===== config.mk =====
export PLATFORM = sky130hd
export DESIGN_NAME = semafor_ctrl
export DESIGN_NICKNAME = d
export VERILOG_FILES = /design/src/rtl/semafor_ctrl.sv
export SDC_FILE = /design/constraint.sdc
export NUM_CORES = 1
export LEC_CHECK = 0
export CAP_MARGIN = 25
export CORE_UTILIZATION = 40
export DETAILED_ROUTE_END_ITERATION = 12
export GPL_TIMING_DRIVEN = 0
export MAX_ROUTING_LAYER = met4
export PLACE_DENSITY = 0.72
export SKIP_LAST_GASP = 1
export SYNTH_ARGS = -nofsm -noshare
export SYNTH_HDL_FRONTEND = slang
export SYNTH_SLANG_ARGS = --single-unit

===== constraint.sdc =====
create_clock -name clk -period 3.04 [get_ports clk]
set_clock_uncertainty 0.15 [all_clocks]
set_input_delay 0.304 -clock clk [delete_from_list [all_inputs] [get_ports clk]]
set_output_delay 0.304 -clock clk [all_outputs]
set_load 0.02 [all_outputs]

===== src/rtl/semafor_ctrl.sv =====
// Pedestrian-actuated crossing controller: latched request, minimum car green, all-red clearance.
// Optional NIGHT_MODE_EN adds a `night` input and a flashing-yellow NIGHT state.
module semafor_ctrl #(
  parameter int CNT_W       = 8,
  parameter int T_MIN_GREEN = 5,
  parameter int T_YELLOW    = 3,
  parameter int T_ALLRED    = 1,
  parameter int T_PED       = 8
) (
  input  logic       clk,
  input  logic       rst,
  input  logic       tick,
  input  logic       ped_req,
`ifdef NIGHT_MODE_EN
  input  logic       night,
`endif
  output logic       R,
  output logic       Y,
  output logic       G,
  output logic       R_P,
  output logic       G_P,
  output logic       ped_wait,
  output logic [2:0] phase
);

  typedef enum logic [2:0] {
    S_GREEN   = 3'd0,
    S_YELLOW  = 3'd1,
    S_ALLRED1 = 3'd2,
    S_PED     = 3'd3,
    S_ALLRED2 = 3'd4,
    S_NIGHT   = 3'd5
  } state_t;

  localparam logic [CNT_W-1:0] MG_L  = CNT_W'(T_MIN_GREEN - 1);
  localparam logic [CNT_W-1:0] YEL_L = CNT_W'(T_YELLOW - 1);
  localparam logic [CNT_W-1:0] AR_L  = CNT_W'(T_ALLRED - 1);
  localparam logic [CNT_W-1:0] PED_L = CNT_W'(T_PED - 1);

  state_t           state, nxt;
  logic [CNT_W-1:0] cnt;
  logic             req_ok;

  // Requests are only latched in car-side states; PED and NIGHT ignore them.
  assign req_ok = (state == S_GREEN) || (state == S_YELLOW) ||
                  (state == S_ALLRED1) || (state == S_ALLRED2);

  always_comb begin
    nxt = state;
    case (state)
      S_GREEN:
        if (tick) begin
`ifdef NIGHT_MODE_EN
          if (night) nxt = S_NIGHT; else
`endif
          if (ped_wait && cnt == MG_L) nxt = S_YELLOW;
        end
      S_YELLOW:  if (tick && cnt == YEL_L) nxt = S_ALLRED1;
      S_ALLRED1: if (tick && cnt == AR_L)  nxt = S_PED;
      S_PED:     if (tick && cnt == PED_L) nxt = S_ALLRED2;
      S_ALLRED2: if (tick && cnt == AR_L)  nxt = S_GREEN;
`ifdef NIGHT_MODE_EN
      S_NIGHT:   if (tick && !night)       nxt = S_GREEN;
`endif
      default:   nxt = S_GREEN;
    endcase
  end

  always_ff @(posedge clk) begin
    if (rst) begin
      state    <= S_GREEN;
      cnt      <= '0;
      ped_wait <= 1'b0;
      R        <= 1'b0;
      Y        <= 1'b0;
      G        <= 1'b1;
      R_P      <= 1'b1;
      G_P      <= 1'b0;
      phase    <= 3'd0;
    end else begin
      state <= nxt;
      phase <= nxt;

      // Green counter saturates so a late request is served on the very next tick.
      if (nxt != state)
        cnt <= '0;
      else if (tick && !(state == S_GREEN && cnt == MG_L))
        cnt <= cnt + 1'b1;

      if (nxt == S_PED && state != S_PED)
        ped_wait <= 1'b0;
`ifdef NIGHT_MODE_EN
      else if (nxt == S_NIGHT)
        ped_wait <= 1'b0;
`endif
      else if (ped_req && req_ok)
        ped_wait <= 1'b1;

      // Lamps decoded from the next state so they line up with the registered phase.
      R   <= (nxt == S_ALLRED1) || (nxt == S_PED) || (nxt == S_ALLRED2);
      G   <= (nxt == S_GREEN);
      R_P <= (nxt == S_GREEN) || (nxt == S_YELLOW) ||
             (nxt == S_ALLRED1) || (nxt == S_ALLRED2);
      G_P <= (nxt == S_PED);
`ifdef NIGHT_MODE_EN
      if (nxt == S_NIGHT)
        Y <= (state != S_NIGHT) ? 1'b1 : (tick ? ~Y : Y);
      else
        Y <= (nxt == S_YELLOW);
`else
      Y <= (nxt == S_YELLOW);
`endif
    end
  end

endmodule


==> results.toml, run 1 <==
[floorplanning]
core_area_sq_um = 2210
rows = 17
pin_count = 13
dieArea_sq_um = 2560
dieHeight_microns = 50.6
initial_core_util_pct = 42.7
die_w_microns = 50.6

[sta]
fin_crit_ns = 2.51
maxSlewViolCount = 0
max-slew-margin-rel_pct = 67.1
finalHoldViolCount = 0
finalCritPeriodShare_pct = 82.7
setup_ws_ns = 0.525
final.setup.tns_ns = 0
tightest_slew_ns = 0.490
max_freq_mhz = 398
setup_viol = 0
rsz0062_at_grt = "false"

[cells_and_area]
final_cell_area_sq_um = 1120
syn_to_final_growth_pct = 18.5
nNetsFinal = 136
final_layout_size_suffix_gt1_share_pct = 8.59
final_cell_count_no_fill = 156
antennaDiodeCount = 0

[place]
portBuffers = 11
postPlaceCellArea_sq_um = 1090
place_inst = 152
post-place-ws_ns = 0.527
gp_congestion = 0.849
hpwl_microns = 1560

[detailed_routing]
firstDrtPassIters = 4
vias = 884
drt_wl_total_microns = 2060
wire_per_inst_microns = 13.2
drt_iter0_drc = 31
ant_nets = 0
avgViaCountPerCell = 5.67
drc = 0

[critical_path]
critPathMaxFanout = 5
cpMaxStageDelayCell = "or4_4"
crit_path_cell_trace = "inv_1 > ha_1 > or4b_4 > or4_4 > a21oi_4 > nor2_2 > or3_1"
start_kind = "flop"
cpPeakStageDelay_ns = 0.52
crit_arrival_ns = 2.57
endpoint_kind = "flop"
crit_type = "flop to flop"
worstPathRequired_ns = 3.10

[run]
drv_cap = 0

[clocking]
cts_sinks = 17
root_buffer = "clkbuf_4"
worstSkewPairLatency_ns = 0.31
cts_resized = 0
cts_tree = "yes"
path_clk_slew_ns = 0.12
ctsLongestPathBuffers = 2
cts_max_level = 1
ctsHoldBuffers = 0
post_cts.repair.setup_buffers = 0
cts_buffers = 3

[synthesis]
synth-seq-cells = 17
synth_warnings = 0
synth_cell_types = 42
synth_area_leaders = "dfxtp_1, nor2_1, ha_1, xnor2_1, nand2_1"
synth_nets = 120
syn_area_per_cell_sq_um = 8.36
yosys.area.top_type_share_pct = 36.0
yosys.area.top_type = "dfxtp_1"
synth_area_sq_um = 945
syn_inst = 113
yosysSeqAreaShare_pct = 36.0

[power]
p_per_area_nw_per_um2 = 372
vdd_drop_max_mv = 0.319
leakagePower_nw = 0.430

[min_path]
min_path_type = "flop to flop"

[global_routing]
track_usage_pct = 19.2
grt_start_max_net_pins = 12
antenna_found_initial = 0
grt-ovfl-total = 0
grt_pass1_wl_microns = 3450
grt_pass1_vias = 818

[outcome]
status = "complete, no violations"
cell usage in the layout, fill, tap and decap left out, types with 2 or more instances in the layout:
master,count
and3_1,2
nand2b_1,2
clkbuf_1,5
nor2_1,18
dfxtp_1,17
nand4_1,3
clkdlybuf4s50_1,11
nand2_1,9
xor2_1,2
clkbuf_4,3
xnor2_1,4
nand3_1,2
or4b_1,2
inv_1,5
ha_1,3
nor3_1,5
and2_1,2
o31ai_1,2
a21o_1,3
a21oi_1,3
state kept, by name, indices dropped and copies added, names as in the netlist:
signal	cells
state	3
G	1
G_P	1
Y	1
ped_wait	1
cnt	8
R_P	1
R	1
routing by layer:
layer  vias to the layer above  wire length (microns)  global-route usage (%)
met2                        35                    931                    29.1
li1                        429                      -                       -
met3                        12                    110                    6.97
met5                         -                      0                       -
met1                       408                    926                    21.4
met4                         0                     91                    11.6
Yosys cell counts:
master,count
nor4_1,1
nand2b_1,2
or4b_4,1
a21o_1,3
a221oi_1,1
and3_1,2
clkbuf_1,5
xnor2_1,4
nor4b_1,1
a311oi_1,1
nand3_1,2
nor2_1,18
a211oi_1,1
nand4_1,3
o21ai_0,1
ha_1,3
or2_2,1
o31ai_2,1
and3_2,1
nand2_1,9
xor2_1,2
and2_1,2
mux2_1,1
or4_4,1
o211ai_1,1
a21oi_4,1
a211o_1,1
o31ai_1,2
a21oi_1,3
or2_1,1
nor2_2,1
o21a_1,1
nand4bb_1,1
and3b_1,1
a31oi_1,1
a22o_1,1
nor3_1,5
or4b_1,2
dfxtp_1,17
o311a_1,1
inv_1,5
or3_1,1
report_power, final:
group | internal, mW | switching [mW] | total (mW) | leakage [nW]
logic | 0.0253 | 0.0286 | 0.0539 | 0.278
clock network | 0.0503 | 0.0811 | 0.131 | 0.0139
registers | 0.227 | 0.00479 | 0.232 | 0.138
total | 0.303 | 0.115 | 0.417 | 0.430
critical path: cells and delay by family (launching register included):
| kind | cells | cell delay [ns] |
|---|---|---|
| buffers and inverters | 1 | 0.09 |
| AO/OA/AOI/OAI | 1 | 0.20 |
| AND/OR/NAND/NOR | 4 | 1.46 |
| adder cells (fa/ha/maj) | 1 | 0.15 |
| flip-flops | 1 | 0.37 |
through the flow:
| stage | total power, mW | hold slack, ns | utilization, % |
|---|---|---|---|
| CTS | 0.420 | 0.419 | 50.6 |
| global route | 0.438 | 0.447 | 50.6 |
| detailed placement | 0.290 | 0.404 | 49.3 |
| floorplan | 0.275 | 0.357 | - |
| finish | 0.417 | 0.426 | 50.6 |
| global placement | 0.288 | 0.365 | 49.3 |
kinds of logic (layout without fill, tap and decap cells):
kind of cell	after synthesis	after routing	share of synthesized area, %
flip-flops	17	17	36.0
buffers and inverters	10	25	3.97
adder cells (fa/ha/maj)	3	3	3.97
XOR/XNOR	6	6	5.56
multiplexers	1	1	1.19
AO/OA/AOI/OAI	20	20	17.0
AND/OR/NAND/NOR	56	56	32.3
worst paths after layout:
check,from,endpoint,slack [ns],depth (start not counted)
min,ped_wait$_SDFFE_PP0P_,ped_wait$_SDFFE_PP0P_,0.43,2
max reg2reg,cnt[0]$_SDFFE_PP0P_,R_P$_SDFF_PP1_,0.53,7
max,cnt[0]$_SDFFE_PP0P_,R_P$_SDFF_PP1_,0.53,7
min reg2reg,ped_wait$_SDFFE_PP0P_,ped_wait$_SDFFE_PP0P_,0.43,2
cell type report:
cell class	instances	area, sq um
inverter	5	18.8
clock inverter	1	7.51
buffer	5	18.8
multi-input combinational	86	567
tap	28	35.0
clock buffer	3	22.5
sequential	17	340
fill	217	1090
timing repair buffer	11	110
No activity file was read; power rests on OpenSTA's default activity.
==> run 2, diff against run 1 <==
--- a/config.mk
+++ b/config.mk
@@ -10,7 +10,7 @@
 export DETAILED_ROUTE_END_ITERATION = 12
 export GPL_TIMING_DRIVEN = 0
 export MAX_ROUTING_LAYER = met4
-export PLACE_DENSITY = 0.72
+export PLACE_DENSITY = 0.75
 export SKIP_LAST_GASP = 1
 export SYNTH_ARGS = -nofsm -noshare
 export SYNTH_HDL_FRONTEND = slang
==> constraint.sdc (replaced) <==
create_clock -name clk -period 2.05 [get_ports clk]
set_clock_uncertainty 0.15 [all_clocks]
set_input_delay 0.205 -clock clk [delete_from_list [all_inputs] [get_ports clk]]
set_output_delay 0.205 -clock clk [all_outputs]
set_load 0.02 [all_outputs]
==> results.toml, run 2 (synthesized netlist as in run 1, its figures left out) <==
[global_routing]
antenna_found_initial = 0
track_usage_pct = 18.9
grt-ovfl-total = 0
grt_pass1_wl_microns = 3490
grt_pass1_vias = 754
grt_start_max_net_pins = 11

[critical_path]
endpoint = "R_P$_SDFF_PP1_"
worstPathRequired_ns = 2.09
reg2reg_from = "cnt[1]$_SDFFE_PP0P_"
start_kind = "flop"
rrSetupSlack_ns = -0.24
cpMaxStageDelayCell = "or4b_4"
cpPeakStageDelay_ns = 0.51
reg2reg_depth = 7
crit_type = "flop to flop"
reg2reg_to = "R_P$_SDFF_PP1_"
cp.depth = 7
path_delay_family = "simple AND/OR/NAND/NOR gates"
crit_path_cell_trace = "inv_2 > ha_4 > or4b_4 > or4_4 > a21oi_4 > nor2_2 > or3_1"
crit_arrival_ns = 2.33
path_buf_inv = 1
crit_start = "cnt[1]$_SDFFE_PP0P_"
critPathMaxFanout = 5
endpoint_kind = "flop"

[detailed_routing]
drc = 0
firstDrtPassIters = 4
avgViaCountPerCell = 5.60
vias = 908
drt_iter0_drc = 35
ant_nets = 0
drt_wl_total_microns = 2320
wire_per_inst_microns = 14.3

[clocking]
ctsLongestPathBuffers = 2
cts_max_level = 1
path_clk_slew_ns = 0.11
worstSkewPairLatency_ns = 0.30
cts_sinks = 17
cts_buffers = 3
root_buffer = "clkbuf_4"
cts_tree = "yes"

[floorplanning]
rows = 17
dieHeight_microns = 50.6
initial_core_util_pct = 42.7
dieArea_sq_um = 2560
pin_count = 13
die_w_microns = 50.6
core_area_sq_um = 2210

[cells_and_area]
mostFrequentLayoutCell = "nor2_1"
top_regs = "cnt (8), state (3)"
final_layout_size_suffix_gt1_share_pct = 24.6
antennaDiodeCount = 0
multi_input_area_sq_um = 649
syn_to_final_growth_pct = 33.9
final_cell_area_sq_um = 1260
nNetsFinal = 142
regMostFlops = "cnt"
regArea_sq_um = 350
final_cell_mix = "nor2_1, dfxtp_1, clkdlybuf4s50_1, nand2_1, buf_4"
fillers = 196
largest_register_ffs = 8
final_util_pct = 57.2

[sta]
fin_crit_ns = 2.29
setup_ws_ns = -0.236
finalCritPeriodShare_pct = 111
tightest_slew_ns = 0.537
rsz0062_at_grt = "true"
maxSlewViolCount = 0
max_freq_mhz = 438
max-slew-margin-rel_pct = 64.2
finalHoldViolCount = 0
setup_viol = 13
final.setup.tns_ns = -1.83

[power]
p_seq_share_pct = 52.3
vdd_drop_max_mv = 0.288
power_switching_mw = 0.180
leakagePower_nw = 0.495
p_int_mw = 0.479
p_clk_share_pct = 27.8
power_frac_comb_pct = 19.9
p_per_area_nw_per_um2 = 521
swShare_pct = 27.4

[place]
hpwl_microns = 1500
portBuffers = 11
postPlaceCellArea_sq_um = 1100
gp_congestion = 0.911

[outcome]
status = "finished with violations"
violations = "negative setup slack"

[min_path]
min_path_type = "flop to flop"

[run]
drv_cap = 0
[run 2: worst min path at each step]
stage	startpoint	endpoint	depth (start not counted)
3_3_place_gp	ped_wait$_SDFFE_PP0P_	ped_wait$_SDFFE_PP0P_	2
6_report	ped_wait$_SDFFE_PP0P_	ped_wait$_SDFFE_PP0P_	2
5_1_grt	ped_wait$_SDFFE_PP0P_	ped_wait$_SDFFE_PP0P_	2
2_1_floorplan	ped_req	ped_wait$_SDFFE_PP0P_	3
3_5_place_dp	ped_wait$_SDFFE_PP0P_	ped_wait$_SDFFE_PP0P_	2
4_1_cts	tick	cnt[2]$_SDFFE_PP0P_	4
[run 2: final cells by class]
class                   instances  area share (%)
well taps                      28            2.77
repair buffers                 18            13.2
clock inverters                 1           0.396
clock buffers                   3            1.78
plain buffers                   4            1.19
inverters                       5            1.68
multi-input cells              86            51.3
flip-flops and latches         17            27.7
[run 2: worst min-delay path, stage by stage, from the launching register on]
cell	delay [ns]
dfxtp_1	0.34
nor2_1	0.10
a311oi_1	0.05
[run 2: repair_timing]
action,CTS,global route
pin swaps,2,8
resized for setup,4,19
endpoints found under the setup margin,13,15
buffers inserted,3,4
hold buffers,0,0
[run 2: through the flow]
stage / instances / hold slack, ns / power [mW] / setup slack [ns]
6_report: 162 / 0.384 / 0.659 / -0.236
5_1_grt: 162 / 0.404 / 0.690 / -0.317
4_1_cts: 159 / 0.374 / 0.621 / -0.226
3_5_place_dp: 152 / 0.368 / 0.430 / -0.243
3_3_place_gp: 152 / 0.358 / 0.427 / -0.232
2_1_floorplan: 113 / 0.307 / 0.409 / -0.150
[run 2: power groups by stage]
stage               sequential, mW  clock [mW]  combinational (mW)
finish                       0.345       0.183               0.131
global route                 0.346       0.204               0.139
CTS                          0.344       0.186              0.0921
detailed placement           0.352           0              0.0777
global placement             0.351           0              0.0759
floorplan                    0.353           0              0.0568
[run 2: per-layer routing]
| layer | wire length, microns | GRT usage, % | up-vias | share of wire [%] |
|---|---|---|---|---|
| met5 | 0 | - | - | 0 |
| met2 | 1170 | 26.9 | 26 | 50 |
| met1 | 1050 | 26.4 | 434 | 45 |
| met3 | 84 | 2.73 | 4 | 3.6 |
| li1 | - | - | 444 | - |
| met4 | 25 | 8.33 | 0 | 1.1 |
==> run 3, diff against run 2 <==
--- a/config.mk
+++ b/config.mk
@@ -7,10 +7,12 @@
 export LEC_CHECK = 0
 export CAP_MARGIN = 25
 export CORE_UTILIZATION = 40
+export CTS_CLUSTER_SIZE = 24
 export DETAILED_ROUTE_END_ITERATION = 12
 export GPL_TIMING_DRIVEN = 0
 export MAX_ROUTING_LAYER = met4
-export PLACE_DENSITY = 0.75
+export PLACE_DENSITY = 0.72
+export RECOVER_POWER = 50
 export SKIP_LAST_GASP = 1
 export SYNTH_ARGS = -nofsm -noshare
 export SYNTH_HDL_FRONTEND = slang
==> constraint.sdc (replaced) <==
create_clock -name clk -period 2.2 [get_ports clk]
set_clock_uncertainty 0.15 [all_clocks]
set_input_delay 0.22 -clock clk [delete_from_list [all_inputs] [get_ports clk]]
set_output_delay 0.22 -clock clk [all_outputs]
set_load 0.02 [all_outputs]
==> results.toml, run 3 (synthesized netlist as in run 1, its figures left out) <==
[outcome]
status = "finished with violations"
violations = "negative setup slack"

[power]
p_per_area_nw_per_um2 = 488
power_mw = 0.582
leakagePower_nw = 0.478
vdd_drop_max_mv = 0.305

[detailed_routing]
firstDrtPassIters = 4
drt_iter0_drc = 33
avgViaCountPerCell = 5.81
vias = 929
drc = 0
drt_wl_total_microns = 2240
wire_per_inst_microns = 14.0
ant_nets = 0

[sta]
tightest_slew_ns = 0.488
fin_crit_ns = 2.31
finalHoldViolCount = 0
rsz0062_at_grt = "true"
setup_ws_ns = -0.112
maxSlewViolCount = 0
setup_viol = 6
max-slew-margin-rel_pct = 67.5
finalCritPeriodShare_pct = 105
max_freq_mhz = 433
final.setup.tns_ns = -0.391

[cells_and_area]
multi_input_area_sq_um = 604
final_cell_count_no_fill = 160
nNetsFinal = 140
final_util_pct = 54.0
regMostFlops = "cnt"
fillers = 215
mostFrequentLayoutCell = "nor2_1"
top_regs = "cnt (8), state (3)"
final_layout_size_suffix_gt1_share_pct = 20.5
syn_to_final_growth_pct = 26.4
largest_register_ffs = 8
antennaDiodeCount = 0
regArea_sq_um = 345
final_cell_mix = "nor2_1, dfxtp_1, nand2_1, dlygate4sd3_1"

[clocking]
cts_max_level = 1
cts_tree = "yes"
cts_buffers = 3
ctsHoldBuffers = 0
path_clk_slew_ns = 0.10
cts_sinks = 17
root_buffer = "clkbuf_4"
ctsLongestPathBuffers = 2
worstSkewPairLatency_ns = 0.30

[global_routing]
track_usage_pct = 20.4
busiest_layer = "met2"
gr-usage-met2_pct = 31.8
grt_use_met3_pct = 4.55
grt_pass1_vias = 869
grt_pass1_wl_microns = 3680
grt-ovfl-total = 0
antenna_found_initial = 0
met1_usage_pct = 22.1
grt_start_max_net_pins = 11

[critical_path]
crit_type = "flop to flop"
critPathMaxFanout = 4
endpoint_kind = "flop"
worstPathRequired_ns = 2.23
rrSetupSlack_ns = -0.11
crit_arrival_ns = 2.35
start_kind = "flop"

[floorplanning]
pin_count = 13
rows = 17
core_area_sq_um = 2210
initial_core_util_pct = 42.7
dieArea_sq_um = 2560
die_w_microns = 50.6
dieHeight_microns = 50.6

[min_path]
min_path_type = "flop to flop"

[place]
post-place-ws_ns = -0.140
portBuffers = 11
hpwl_microns = 1610
gp_congestion = 0.815
place_inst = 152

[run]
drv_cap = 0
[run 3: cell types whose count changed in the layout (fill, tap and decap cells not counted), sizes merged]
| cell | delta |
|---|---|
| dlygate4sd3 | +6 |
| clkdlybuf4s50 | -6 |
| buf | -2 |
[run 3: cell type report]
class | instances | area share, %
Sequential cell | 17 | 28.9
Timing Repair Buffer | 16 | 12.4
Buffer | 4 | 1.26
Multi-Input combinational cell | 86 | 50.6
Clock buffer | 3 | 1.89
Clock inverter | 1 | 0.419
Tap cell | 28 | 2.94
Inverter | 5 | 1.57
[run 3: routing by layer]
| metal | wire, microns | share of wire [%] |
|---|---|---|
| met5 | 0 | 0 |
| met1 | 958 | 43 |
| met3 | 97 | 4.3 |
| met2 | 1060 | 47 |
| met4 | 120 | 5.4 |
[run 3: what timing repair did]
item                                    CTS  global route
pin swaps                                 1             3
endpoints found under the setup margin    6            14
gates resized for setup                   3             8
gates cloned                              0             0
setup buffers                             5             0
[run 3: through the flow]
stage / area, sq um / hold slack (ns)
global placement: 1090 / 0.363
floorplan: 946 / 0.322
detailed placement: 1090 / 0.364
global route: 1190 / 0.421
CTS: 1170 / 0.380
finish: 1190 / 0.383
[run 3: power breakdown]
part	leakage, nW	switching, mW	internal [mW]
Combinational	0.321	0.0493	0.0457
Sequential	0.139	0.00409	0.314
Clock	0.0177	0.101	0.0677
Total	0.478	0.154	0.428
[run 3: final timing paths]
kind                    startpoint               endpoint  cells past startpoint
max            cnt[0]$_SDFFE_PP0P_         R_P$_SDFF_PP1_                      7
min          ped_wait$_SDFFE_PP0P_  ped_wait$_SDFFE_PP0P_                      2
max reg2reg    cnt[0]$_SDFFE_PP0P_         R_P$_SDFF_PP1_                      7
min reg2reg  ped_wait$_SDFFE_PP0P_  ped_wait$_SDFFE_PP0P_                      2
[run 3: worst max-delay path, stage by stage (launching register included)]
cell,delay (ns)
dfxtp_2,0.34
inv_2,0.05
ha_1,0.14
or4b_4,0.52
or4_4,0.46
a21oi_4,0.19
nor2_4,0.06
or3_1,0.29
